==> config.mk <==
export PLATFORM = sky130hd
export DESIGN_NAME = uart_rx_fifo
export DESIGN_NICKNAME = d
export VERILOG_FILES = /design/src/rtl/uart_rx_fifo.sv
export SDC_FILE = /design/constraint.sdc
export NUM_CORES = 1
export LEC_CHECK = 0
export CORE_AREA = 2 2 95 97
export CTS_CLUSTER_SIZE = 40
export DETAILED_ROUTE_END_ITERATION = 12
export DIE_AREA = 0 0 97 99
export PLACE_DENSITY_LB_ADDON = 0.15
export SYNTH_ARGS = -nofsm -noshare
export SYNTH_HDL_FRONTEND = slang
export SYNTH_SLANG_ARGS = --single-unit
==> constraint.sdc <==
create_clock -name core_clk -period 8.4 [get_ports core_clk]
set_input_delay 1.68 -clock core_clk [delete_from_list [all_inputs] [get_ports core_clk]]
set_output_delay 1.68 -clock core_clk [all_outputs]
set_load 0.1 [all_outputs]
==> src/rtl/uart_rx_fifo.sv <==
// uart_rx_fifo
//
// UART receiver (8N1, optionally 8E1) feeding a small first-word-fall-through
// receive FIFO. It watches the serial stream from the management SoC UART and
// presents decoded bytes on a valid/ready interface.
//
// Build option:
//   UART_RX_PARITY_EN  when defined, an even-parity bit is expected between D7
//                      and the stop bit, and parity_err is live. When undefined
//                      the receiver is 8N1 only and parity_err is tied to 0.
//
// Ports:
//   core_clk    system clock
//   core_rstn   asynchronous active-low reset
//   enable      receiver enable; low forces the FSM to IDLE (FIFO kept)
//   divisor     core_clk cycles per bit; values below 4 behave as 4
//   ser_rx      asynchronous serial input, idle high
//   rx_data     FIFO head byte, 0 when empty
//   rx_valid    FIFO not empty
//   rx_ready    consumer accepts the head byte
//   rx_level    FIFO occupancy
//   busy        FSM not in IDLE
//   frame_err   sticky: stop bit sampled low
//   parity_err  sticky: parity mismatch
//   overrun     sticky: good byte arrived with the FIFO full
//   clear_err   pulse clearing all sticky flags (a same-cycle set wins)

module uart_rx_fifo #(
  parameter int DEPTH = 4,
  parameter int DIV_W = 16
) (
  input  logic                     core_clk,
  input  logic                     core_rstn,
  input  logic                     enable,
  input  logic [DIV_W-1:0]         divisor,
  input  logic                     ser_rx,
  output logic [7:0]               rx_data,
  output logic                     rx_valid,
  input  logic                     rx_ready,
  output logic [$clog2(DEPTH):0]   rx_level,
  output logic                     busy,
  output logic                     frame_err,
  output logic                     parity_err,
  output logic                     overrun,
  input  logic                     clear_err
);

  localparam int AW = $clog2(DEPTH);

  typedef enum logic [2:0] {
    IDLE,
    START,
    DATA,
`ifdef UART_RX_PARITY_EN
    PARITY,
`endif
    STOP
  } state_t;

  state_t           state, state_next;
  logic             sync1, rx_s, prev_rx;
  logic [DIV_W-1:0] cnt, cnt_next;
  logic [DIV_W-1:0] d_eff, full_load, half_load;
  logic [7:0]       shift, shift_next;
  logic [2:0]       bit_idx, bit_idx_next;
  logic             expired;
  logic             push, set_frame;
`ifdef UART_RX_PARITY_EN
  logic             par_bad, par_bad_next, set_par;
`endif

  logic [7:0]       mem [DEPTH];
  logic [AW:0]      wptr, rptr;
  logic             full, pop, push_ok, set_ovr;

  // Clamp the divisor so the half-bit start delay is never shorter than 2.
  assign d_eff     = (divisor < DIV_W'(4)) ? DIV_W'(4) : divisor;
  assign full_load = d_eff - DIV_W'(1);
  assign half_load = (d_eff >> 1) - DIV_W'(1);
  assign expired   = (cnt == '0);

  // Two-flop synchronizer plus a history flop for falling-edge detection.
  // All reset high so a line idling high produces no edge after reset.
  always_ff @(posedge core_clk or negedge core_rstn) begin
    if (!core_rstn) begin
      sync1   <= 1'b1;
      rx_s    <= 1'b1;
      prev_rx <= 1'b1;
    end else begin
      sync1   <= ser_rx;
      rx_s    <= sync1;
      prev_rx <= rx_s;
    end
  end

  // FSM and bit-timing registers.
  always_ff @(posedge core_clk or negedge core_rstn) begin
    if (!core_rstn) begin
      state   <= IDLE;
      cnt     <= '0;
      shift   <= '0;
      bit_idx <= '0;
`ifdef UART_RX_PARITY_EN
      par_bad <= 1'b0;
`endif
    end else begin
      state   <= state_next;
      cnt     <= cnt_next;
      shift   <= shift_next;
      bit_idx <= bit_idx_next;
`ifdef UART_RX_PARITY_EN
      par_bad <= par_bad_next;
`endif
    end
  end

  // Next-state logic. Each state counts down to zero and samples rx_s once.
  // A break leaves prev_rx low, so no new start is seen until the line rises.
  always_comb begin
    state_next   = state;
    cnt_next     = cnt;
    shift_next   = shift;
    bit_idx_next = bit_idx;
    push         = 1'b0;
    set_frame    = 1'b0;
`ifdef UART_RX_PARITY_EN
    par_bad_next = par_bad;
    set_par      = 1'b0;
`endif
    if (!enable) begin
      state_next = IDLE;
    end else begin
      case (state)
        IDLE: begin
          if (prev_rx && !rx_s) begin
            state_next = START;
            cnt_next   = half_load;
          end
        end
        START: begin
          if (!expired) begin
            cnt_next = cnt - DIV_W'(1);
          end else if (!rx_s) begin
            state_next   = DATA;
            cnt_next     = full_load;
            bit_idx_next = '0;
          end else begin
            state_next = IDLE;
          end
        end
        DATA: begin
          if (!expired) begin
            cnt_next = cnt - DIV_W'(1);
          end else begin
            shift_next = {rx_s, shift[7:1]};
            cnt_next   = full_load;
            if (bit_idx == 3'd7) begin
`ifdef UART_RX_PARITY_EN
              state_next = PARITY;
`else
              state_next = STOP;
`endif
            end else begin
              bit_idx_next = bit_idx + 3'd1;
            end
          end
        end
`ifdef UART_RX_PARITY_EN
        PARITY: begin
          if (!expired) begin
            cnt_next = cnt - DIV_W'(1);
          end else begin
            par_bad_next = rx_s ^ (^shift);
            state_next   = STOP;
            cnt_next     = full_load;
          end
        end
`endif
        STOP: begin
          if (!expired) begin
            cnt_next = cnt - DIV_W'(1);
          end else begin
            state_next = IDLE;
            if (!rx_s) begin
              set_frame = 1'b1;
            end else begin
`ifdef UART_RX_PARITY_EN
              push    = !par_bad;
              set_par = par_bad;
`else
              push    = 1'b1;
`endif
            end
          end
        end
        default: state_next = IDLE;
      endcase
    end
  end

  assign busy = (state != IDLE);

  // FIFO control. Pointers carry one extra wrap bit so full and empty differ.
  assign rx_level = wptr - rptr;
  assign rx_valid = (wptr != rptr);
  assign full     = (rx_level == (AW+1)'(DEPTH));
  assign pop      = rx_valid && rx_ready;
  assign push_ok  = push && (!full || pop);
  assign set_ovr  = push && full && !pop;
  assign rx_data  = rx_valid ? mem[rptr[AW-1:0]] : 8'h00;

  always_ff @(posedge core_clk or negedge core_rstn) begin
    if (!core_rstn) begin
      wptr <= '0;
      rptr <= '0;
    end else begin
      if (push_ok) wptr <= wptr + (AW+1)'(1);
      if (pop)     rptr <= rptr + (AW+1)'(1);
    end
  end

  // Storage has no reset; rx_data is masked to 0 while the FIFO is empty.
  always_ff @(posedge core_clk) begin
    if (push_ok) mem[wptr[AW-1:0]] <= shift;
  end

  // Sticky error flags: a set in the same cycle as clear_err takes priority.
  always_ff @(posedge core_clk or negedge core_rstn) begin
    if (!core_rstn) begin
      frame_err <= 1'b0;
      overrun   <= 1'b0;
    end else begin
      if (set_frame)      frame_err <= 1'b1;
      else if (clear_err) frame_err <= 1'b0;
      if (set_ovr)        overrun   <= 1'b1;
      else if (clear_err) overrun   <= 1'b0;
    end
  end

`ifdef UART_RX_PARITY_EN
  always_ff @(posedge core_clk or negedge core_rstn) begin
    if (!core_rstn)     parity_err <= 1'b0;
    else if (set_par)   parity_err <= 1'b1;
    else if (clear_err) parity_err <= 1'b0;
  end
`else
  assign parity_err = 1'b0;
`endif

endmodule

==> summary.txt <==
Logic synthesis
  – Synthesis-stage register bit count: 72
  – Post-synth cell types: 65
  – Synth top area share: 0.2211
  – Top FF cell, synth: dfrtp_1
  – EDFF count, synth: 32
  – Register area share after synthesis: 0.4523
  – Mapped Cells: around 420
  – Syn avg cell area: approximately 10 µm²
  – Area contributors post-synth: edfxtp_1 22%, dfrtp_1 21%, ha_1 4.9%, mux4_2 4.1%, xnor2_1 4.0%
  – Top post-synthesis cells by count: 38 x nand2_1, 37 x dfrtp_1, 32 x edfxtp_1
  – Synthesized Nets: about 460
  – Ys Warns: 0
  – Cell taking the most area after synthesis: edfxtp_1
  – Mapped cell area: 0.004345 mm²
  – Async set-reset flop share out of synthesis: 0.5556
  – Top-count cell post-synth: nand2_1

Final layout
  – Synthesis-to-layout area growth: 13.13%
  – Share of layout cells above drive strength 1: 0.1121
  – Sequential cell area: a little under 0.002 mm²
  – Post-route cell area: a little under 0.005 mm²
  – Multi-input gate area: ~0.0022 mm²
  – Nets: a little under 500
  – Final core utilization: 0.5749
  – # diodes: 0
  – Finished Layout Cells: about 550
  – Number of fill cells: 752

CTS
  – CTS tree: built
  – H-tree lvl count: 3
  – Post-CTS sizing: 0
  – Setup bufs post-CTS: 0
  – Worst-skew pair later-pin latency: around 0.35 ns
  – Clk slew on worst S/H paths: roughly 0.080 ns
  – CTS Buf Count: 9
  – Clock Path Buffers: 2
  – Hold_buf cts: 0
  – Clock Sinks: between 70 and 80
  – Root Buffer: clkbuf_8

Critical path
  – CP Launch Type: input pin
  – CP Cell Sequence: clkdlybuf4s50_1 > nor4_1 > and2_1 > nand2_1 > nand2_1 > ha_1 > or3b_2 > a31o_2 > nor4_1 > xnor2_1 > nand2_1 > a21o_1
  – Critical path origin: divisor[9]
  – Most used cell, CP: nand2_1
  – Bufs and invs on worst path: 1
  – CP max stage cell: nor4_1
  – WP data arrival: 5.20 ns
  – Worst path top cell family by delay: simple AND/OR/NAND/NOR gates
  – Reg2reg start: cnt[0]
  – Max stage delay on crit path: approximately 0.86 ns
  – Critical Setup Path Class: in2reg
  – Crit. End Element: register
  – CP Max Fanout: 7
  – Req. time, crit path: between 8 and 9 ns

Timing
  – Fin crit period: 4.964 ns
  – Final Setup Violations: 0
  – Setup slack after layout: 3.436 ns
  – Max Slew Vio Count: 0
  – Fin Setup TNS: 0 ns
  – Fin Clk Skew: between 0.01 and 0.015 ns
  – Slew headroom: 0.3410
  – Crit share post-route: 0.5910
  – Slew @ Worst Pin: about 0.99 ns
  – Final hold viol count: 0
  – RSZ-0062 raised after global routing: false
  – Fmax: 201.4 MHz
  – Hold slack: ~0.36 ns

Pwr
  – Leak pwr: 1.831 nW
  – PD cells: between 300 and 400 mW/mm²
  – Tot Pwr: roughly 1.6 mW
  – VDD IR-drop max: just under 200 µV

GRT
  – Overflow after GRT: 0
  – Largest net degree at the start of global routing: 41
  – Initial antenna violation count: 0
  – Global-route wire length before repair: ~17 mm
  – Vias in the first global route: approximately 3300
  – GRT Total Usage: 0.2166

Floorplan
  – Core area: 0.008551 mm²
  – Die area: approximately 0.0096 mm²
  – Initial core utilization: 0.5082
  – Die width: between 90 and 100 µm
  – FP Rows: 34
  – Die Y: a little under 100 µm
  – Io pins: 38

Placed design
  – RePlAce Congestion: 0.8929
  – Port bufs: 36
  – Dpl cells: between 500 and 600
  – Pre-CTS WS: around 3.1 ns
  – Area after DPL: approximately 0.0047 mm²
  – Detailed placement HPWL: 7.079 mm

Worst hold path
  – Hold Path Class: reg2reg
  – Hold Startpoint: sync1

Routing
  – Initial DRT Pass Iterations: 5
  – Overall via count from detail_route: 3287
  – Initial DRC Count: ~240
  – Drt drc: 0
  – Vias per std cell: about 5.9
  – Total Wirelength: just under 10 mm
  – Wire per inst: 17.69 µm
  – ANT nets after route: 0

Job
  – Max-Cap Viols: 0

Status
  – Status: finished, final reports clean
## path summary, 6_finish.rpt
path,endpoint,cells after the start,slack (ns)
max reg2reg,cnt[10],8,4.91
max,cnt[14],12,3.44
min reg2reg,rx_s,0,0.36
min in group asynchronous,shift[4],1,1.49
min,rx_s,0,0.36
max in group asynchronous,cnt[2],1,6.31
## logic make-up (layout without fill, tap and decap cells)
group           count (synthesis)  count (layout)  share of synthesized area
compound gates                 84              84                     0.1307
xor+xnor                       30              30                    0.06047
other cells                     1               1                  0.0008630
flops                          72              72                     0.4523
buf+inv                        42              71                    0.04664
simple gates                  150             150                     0.1837
fa+ha+maj                      18              18                    0.05356
mux                            20              20                    0.07170
## layout by cell type, fill, tap and decap left out, drive strengths merged, types with 2 or more instances in the layout
cell type      synthesis  final
nor4                  17     17
buf                    9      3
clkbuf                16      9
o211ai                 6      6
nor2b                  3      3
a31oi                  6      6
clkdlybuf4s50          0     35
mux2i                  3      3
or3                    2      2
a22o                   4      4
and2                  15     15
a21oi                 15     15
dfrtp                 37     37
nand2                 38     38
o22ai                  3      3
mux4                   8      8
nor4b                  4      4
and3                   4      4
xor2                  10     10
dfstp                  3      3
ha                    17     17
o31ai                  6      6
nand4                  3      3
nand3                 14     14
nor2                  27     27
clkinv                 0      3
o21ai                 23     23
inv                   17     19
edfxtp                32     32
o211a                  2      2
xnor2                 20     20
nor3                  11     11
nand2b                 2      2
a211o                  2      2
a21o                   2      2
a22oi                  2      2
or4                    4      4
mux2                   9      9
## where the power goes
group / internal (mW) / total, mW / switching, mW
Clock: 0.141 / 0.280 / 0.140
Sequential: 0.411 / 0.491 / 0.0802
Combinational: 0.263 / 0.834 / 0.571
## sequential cells by signal (all words and copies together), names as in the netlist
signal,flops
mem,32
cnt,16
shift,8
bit_idx,3
rptr,3
wptr,3
state,2
frame_err,1
overrun,1
prev_rx,1
rx_s,1
sync1,1
## layout make-up
class                      count  area share
clock buffer                   9     0.02520
clock inverter                 7     0.01629
inverter                      17     0.01298
multi-input combinational    303      0.4429
sequential                    72      0.3998
tap                          108     0.02749
timing repair buffer          38     0.07534
## layer usage
layer,vias to the layer above,share of wire,track usage
li1,1579,-,-
met1,1588,0.43,0.2871
met2,97,0.49,0.3616
met3,23,0.048,0.02908
met4,0,0.025,0.08992
met5,-,0,0
Note: power is estimated with default switching activity, not from simulation.
